## src/rtl/vcve2_wb_stage.sv

```systemverilog
// Writeback stage: scalar RF write (registered or passthrough) with aligned retire strobes,
// plus a vector path committing whole-register ID results and assembled LSU load beats.
module vcve2_wb_stage #(
  parameter bit          WritebackStage = 1'b1,
  parameter int unsigned XLEN           = 32,
  parameter int unsigned VLEN           = 128
) (
  input  logic            clk_i,
  input  logic            rst_i,
  input  logic            en_wb_i,
  input  logic            instr_is_compressed_id_i,
  input  logic            instr_perf_count_id_i,
  input  logic [4:0]      rf_waddr_id_i,
  input  logic [XLEN-1:0] rf_wdata_id_i,
  input  logic            rf_we_id_i,
  input  logic [XLEN-1:0] rf_wdata_lsu_i,
  input  logic            rf_we_lsu_i,
  input  logic            lsu_resp_valid_i,
  input  logic            lsu_resp_err_i,
  output logic [4:0]      rf_waddr_wb_o,
  output logic [XLEN-1:0] rf_wdata_wb_o,
  output logic            rf_we_wb_o,
  output logic            perf_instr_ret_wb_o,
  output logic            perf_instr_ret_compressed_wb_o,
  input  logic            vrf_we_id_i,
  input  logic [4:0]      vrf_waddr_id_i,
  input  logic [VLEN-1:0] vrf_wdata_id_i,
  input  logic            vrf_ld_start_i,
  input  logic            vrf_is_mem_i,
  input  logic [XLEN-1:0] vrf_wdata_lsu_i,
  output logic            vrf_id_ready_o,
  output logic            vrf_ld_busy_o,
  output logic            vrf_ld_err_o,
  output logic            vrf_we_wb_o,
  output logic [4:0]      vrf_waddr_wb_o,
  output logic [VLEN-1:0] vrf_wdata_wb_o
);

  localparam int unsigned     BEATS    = VLEN / XLEN;
  localparam int unsigned     CntW     = $clog2(BEATS);
  localparam logic [CntW-1:0] LastBeat = CntW'(BEATS - 1);

  logic [XLEN-1:0] rf_wdata;
  logic            rf_we;
  logic            instr_ret;
  logic            instr_ret_c;

  // Only one scalar source writes per cycle, so OR-ing the gated sources is a mux.
  always_comb begin
    rf_wdata    = (rf_we_id_i ? rf_wdata_id_i : '0) | (rf_we_lsu_i ? rf_wdata_lsu_i : '0);
    rf_we       = rf_we_id_i | rf_we_lsu_i;
    instr_ret   = instr_perf_count_id_i & en_wb_i & ~(lsu_resp_valid_i & lsu_resp_err_i);
    instr_ret_c = instr_ret & instr_is_compressed_id_i;
  end

  assert property (@(posedge clk_i) disable iff (rst_i) $onehot0({rf_we_id_i, rf_we_lsu_i}));

  generate
    if (WritebackStage) begin : g_wb_reg
      logic [4:0]      rf_waddr_q;
      logic [XLEN-1:0] rf_wdata_q;
      logic            rf_we_q;
      logic            ret_q;
      logic            ret_c_q;

      always_ff @(posedge clk_i or posedge rst_i) begin
        if (rst_i) begin
          rf_waddr_q <= '0;
          rf_wdata_q <= '0;
          rf_we_q    <= 1'b0;
          ret_q      <= 1'b0;
          ret_c_q    <= 1'b0;
        end else begin
          rf_waddr_q <= rf_waddr_id_i;
          rf_wdata_q <= rf_wdata;
          rf_we_q    <= rf_we;
          ret_q      <= instr_ret;
          ret_c_q    <= instr_ret_c;
        end
      end

      assign rf_waddr_wb_o                  = rf_waddr_q;
      assign rf_wdata_wb_o                  = rf_wdata_q;
      assign rf_we_wb_o                     = rf_we_q;
      assign perf_instr_ret_wb_o            = ret_q;
      assign perf_instr_ret_compressed_wb_o = ret_c_q;
    end else begin : g_wb_pass
      assign rf_waddr_wb_o                  = rf_waddr_id_i;
      assign rf_wdata_wb_o                  = rf_wdata;
      assign rf_we_wb_o                     = rf_we;
      assign perf_instr_ret_wb_o            = instr_ret;
      assign perf_instr_ret_compressed_wb_o = instr_ret_c;
    end
  endgenerate

  typedef enum logic [1:0] {V_IDLE, V_COLLECT, V_COMMIT} vstate_e;

  vstate_e         state_q, state_d;
  logic [CntW-1:0] cnt_q, cnt_d;
  logic [VLEN-1:0] buf_q, buf_d;
  logic [4:0]      ld_addr_q, ld_addr_d;
  logic            err_q, err_d;
  logic            id_we_q, id_we_d;
  logic [4:0]      id_addr_q, id_addr_d;
  logic [VLEN-1:0] id_data_q, id_data_d;
  logic            ld_beat;
  logic            id_ready;
  logic            commit;

  assign ld_beat = lsu_resp_valid_i & vrf_is_mem_i;

  always_ff @(posedge clk_i or posedge rst_i) begin
    if (rst_i) begin
      state_q <= V_IDLE;
    end else begin
      state_q <= state_d;
    end
  end

  always_comb begin
    state_d = state_q;
    unique case (state_q)
      V_IDLE: begin
        if (vrf_ld_start_i) state_d = V_COLLECT;
      end
      V_COLLECT: begin
        if (ld_beat) begin
          if (lsu_resp_err_i)          state_d = V_IDLE;
          else if (cnt_q == LastBeat)  state_d = V_COMMIT;
        end
      end
      V_COMMIT: state_d = V_IDLE;
      default:  state_d = V_IDLE;
    endcase
  end

  always_comb begin
    id_ready = (state_q == V_IDLE);
    commit   = (state_q == V_COMMIT);
  end

  // Buffer is cleared on load start so an aborted load never leaks into the next one.
  always_comb begin
    cnt_d     = cnt_q;
    buf_d     = buf_q;
    ld_addr_d = ld_addr_q;
    err_d     = 1'b0;
    id_we_d   = id_ready & vrf_we_id_i & en_wb_i;
    id_addr_d = id_addr_q;
    id_data_d = id_data_q;
    if (id_we_d) begin
      id_addr_d = vrf_waddr_id_i;
      id_data_d = vrf_wdata_id_i;
    end
    if (id_ready && vrf_ld_start_i) begin
      cnt_d     = '0;
      buf_d     = '0;
      ld_addr_d = vrf_waddr_id_i;
    end
    if ((state_q == V_COLLECT) && ld_beat) begin
      if (lsu_resp_err_i) begin
        err_d = 1'b1;
      end else begin
        buf_d[cnt_q*XLEN +: XLEN] = vrf_wdata_lsu_i;
        cnt_d = (cnt_q == LastBeat) ? '0 : cnt_q + 1'b1;
      end
    end
  end

  always_ff @(posedge clk_i or posedge rst_i) begin
    if (rst_i) begin
      cnt_q     <= '0;
      buf_q     <= '0;
      ld_addr_q <= '0;
      err_q     <= 1'b0;
      id_we_q   <= 1'b0;
      id_addr_q <= '0;
      id_data_q <= '0;
    end else begin
      cnt_q     <= cnt_d;
      buf_q     <= buf_d;
      ld_addr_q <= ld_addr_d;
      err_q     <= err_d;
      id_we_q   <= id_we_d;
      id_addr_q <= id_addr_d;
      id_data_q <= id_data_d;
    end
  end

  // ID writes are only accepted in V_IDLE, so they never overlap a V_COMMIT cycle.
  assign vrf_id_ready_o = id_ready;
  assign vrf_ld_busy_o  = ~id_ready;
  assign vrf_ld_err_o   = err_q;
  assign vrf_we_wb_o    = id_we_q | commit;
  assign vrf_waddr_wb_o = commit ? ld_addr_q : id_addr_q;
  assign vrf_wdata_wb_o = commit ? buf_q : id_data_q;

endmodule

```

## config.mk

```make
export PLATFORM = sky130hd
export DESIGN_NAME = vcve2_wb_stage
export DESIGN_NICKNAME = d
export VERILOG_FILES = /design/src/rtl/vcve2_wb_stage.sv
export SDC_FILE = /design/constraint.sdc
export NUM_CORES = 1
export LEC_CHECK = 0
export ABC_AREA = 1
export BUFFER_PORTS_ARGS = -buffer_cell sky130_fd_sc_hd__buf_2
export CAP_MARGIN = 20
export CORE_MARGIN = 10
export CORE_UTILIZATION = 55
export DETAILED_ROUTE_END_ITERATION = 10
export HOLD_SLACK_MARGIN = 0.06
export PLACE_DENSITY = 0.92
export SYNTH_ARGS = -nofsm -noshare
export SYNTH_HDL_FRONTEND = slang
export SYNTH_SLANG_ARGS = --single-unit
```

## constraint.sdc

```tcl
create_clock -name clk_i -period 31.9 [get_ports clk_i]
set_input_delay 4.785 -clock clk_i [delete_from_list [all_inputs] [get_ports clk_i]]
set_output_delay 4.785 -clock clk_i [all_outputs]
set_load 0.03 [all_outputs]
```

==> results.ini <==
[hold_path]
min_from=id_data_q[19]
min_path_cells=2
holdCritPathClass=flop to flop
holdPathEnd=id_data_q[19]

[floorplan]
initial_core_util_pct=55.8
core_area_um2=26100
std_cell_rows=59
ioPinCount=423
die_h_um=183
fp.dieW_um=183
die_area_um2=33300

[drt]
firstDrtPassIters=6
drt_iter0_markers=1613
num_vias=14400
drc=0
avgRoutedWirePerCell_um=19.9
avgViaCountPerCell=5.67
wirelength_mm=50.6
antenna_left=0

[clocking]
post_cts_buffers=0
cts_buffers=31
clk_pin_slew_ps=60
cts_sinks=312
clockBufferDepth=3
cts-resized-gates=0
cts_max_level=1
cts_root_buf=clkbuf_16
clock_latency_ps=580
cts_hold_buf=0
cts_tree=built

[place]
io_buffers=422
place_inst=2484
place_area_um2=16600
gp_congestion=0.941
post-place-ws_ps=24300
hpwl_mm=36.4

[status]
status=completed

[final_layout]
drive_gt1_share_pct=23.1
area_growth_pct=21.7
fin_cells=2546
final_net_count=2435
final_area_um2=17700
multi_input_area_um2=5870
seq_area_um2=7810
num-fill-cells=2107

[timing]
finalCritPeriodShare_pct=25.6
max_freq_mhz=123
drv_slew=0
relSlewSlack_pct=25.2
grt_setup_unrepaired=no
fin_crit_ps=8160
setup_ws_ps=23740
setup_viol=0
worstMarginPinSlew_ps=1120
tns_ps=0
finalHoldViolCount=0
fin_skew_ps=17.8

[synthesis]
synthesis.area_um2=14500
ys_seq_area_share_pct=53.7
synth_top_cells_by_area=dfrtp_1 54%, nand2_1 22%, nand3_1 10%
synth_top_cell_area_share_pct=53.7
syn_avg_cell_area_um2=7.84
yosys_warnings=0
synth.distinct_cells=22
synth_fp_nets=2105
synthCells=1853
synth_seq_cells=312
synth_area_leader_cell=dfrtp_1

[grt]
grt_remaining_overflow=0
grt_pass1_vias=14400
antenna_found_initial=6
grt_pass1_wl_mm=78.4
gr-usage-all-layers_pct=29.2
grt_max_degree=108

[run]
maxCapViolCount=0

[critical_path]
r2r_slack_ps=28330
reg2reg_from=state_q[1]
cp_max_fo=85
cp_num_buf_inv=2
crit_chain=nand2_4 -> buf_4 -> nand2_1 -> nand2_1 -> buf_2
arrival_ps=3380
cp_common_cell=nand2_1
critPathTopFamily=buffers and inverters
end_kind=primary output
crit_type=flop to primary output
max_stage_delay_ps=780
r2r_end=id_data_q[31]
crit_start=state_q[1]
reg2reg_depth=6
required_ps=27120
start_kind=flop
cpMaxStageDelayCell=buf_4
cp.depth=5

[power]
power_density_nw_per_um2=91.4
p_leak_nw=10.5
total_power_mw=1.62
vdd_ir_drop_max_mv=0.0715

## Yosys cell counts (all sizes together)
| library cell | number |
|---|---|
| a22o | 32 |
| clkbuf | 43 |
| a21oi | 1 |
| nor2 | 49 |
| inv | 58 |
| dfrtp | 312 |
| nand4 | 63 |
| nand2 | 876 |
| buf | 98 |
| ha | 6 |
| o21ai | 12 |
| or2 | 1 |
| nand3 | 300 |
| and2 | 1 |
| nor3 | 1 |
## state kept, by name, indices dropped and copies added, names as in the netlist
name and cells:
buf_q 128, id_data_q 128, rf_wdata_wb_o 32, id_addr_q 5
ld_addr_q 5, rf_waddr_wb_o 5, cnt_q 2, state_q 2
id_we_q 1, perf_instr_ret_compressed_wb_o 1, perf_instr_ret_wb_o 1, rf_we_wb_o 1
vrf_ld_err_o 1
## metrics by stage
step	hold WS [ps]	utilization (%)
finish	480	67.8
CTS	482	67.7
global placement	461	63.4
detailed placement	465	63.7
floorplan	449	-
global route	497	67.8
## power by group
| group | internal, mW | switching, mW | total [mW] |
|---|---|---|---|
| Combinational | 0.178 | 0.503 | 0.681 |
| Sequential | 0.493 | 0.0640 | 0.557 |
| Clock | 0.222 | 0.155 | 0.377 |
## per-layer routing
layer / wire [um] / global-route usage (%) / share of wire (%)
met4: 3000 / 15.2 / 5.9
met3: 5340 / 8.64 / 11
met5: 40 / 0 / 0.079
met1: 17700 / 33.3 / 35
met2: 24500 / 48.7 / 48
## worst min-delay path, delay by kind of cell (launching register included)
kind,cells,cell delay [ps]
simple gates,2,100
flops,1,340
## worst max path at each step
stage / to / slack [ps]
2_1_floorplan: buf_q[0] / 18490
3_3_place_gp: vrf_wdata_wb_o[12] / 24340
4_1_cts: vrf_wdata_wb_o[12] / 23700
3_5_place_dp: vrf_wdata_wb_o[12] / 24300
5_1_grt: vrf_wdata_wb_o[7] / 23550
6_report: vrf_wdata_wb_o[7] / 23740
## cells by family (layout without fill, tap and decap cells)
group	Yosys count	in the layout	synth area share, %
AND/OR/NAND/NOR	1291	1291	37.3
AO/OA/AOI/OAI	45	45	2.38
flip-flops	312	312	53.7
adder cells (fa/ha/maj)	6	6	0.517
buffers and inverters	199	554	6.04
other	0	3	0
## layout make-up
cell class,instances,area share [%]
inverter,58,1.30
clock buffer,43,4.93
clock inverter,15,1.03
multi-input combinational,1342,33.2
tap,335,2.37
antenna,3,0.0425
sequential,312,44.2
timing repair buffer,438,12.9
## cells in the final DEF, fill, tap and decap left out, types with 31 or more instances in the layout
cell,synthesis,layout
nand4_1,63,63
nor2_1,45,42
buf_2,77,422
clkbuf_16,0,31
nand3_1,299,299
nand2_1,870,870
inv_1,54,53
dfrtp_1,312,311
a22o_1,32,32
Note: power is estimated with default switching activity, not from simulation.
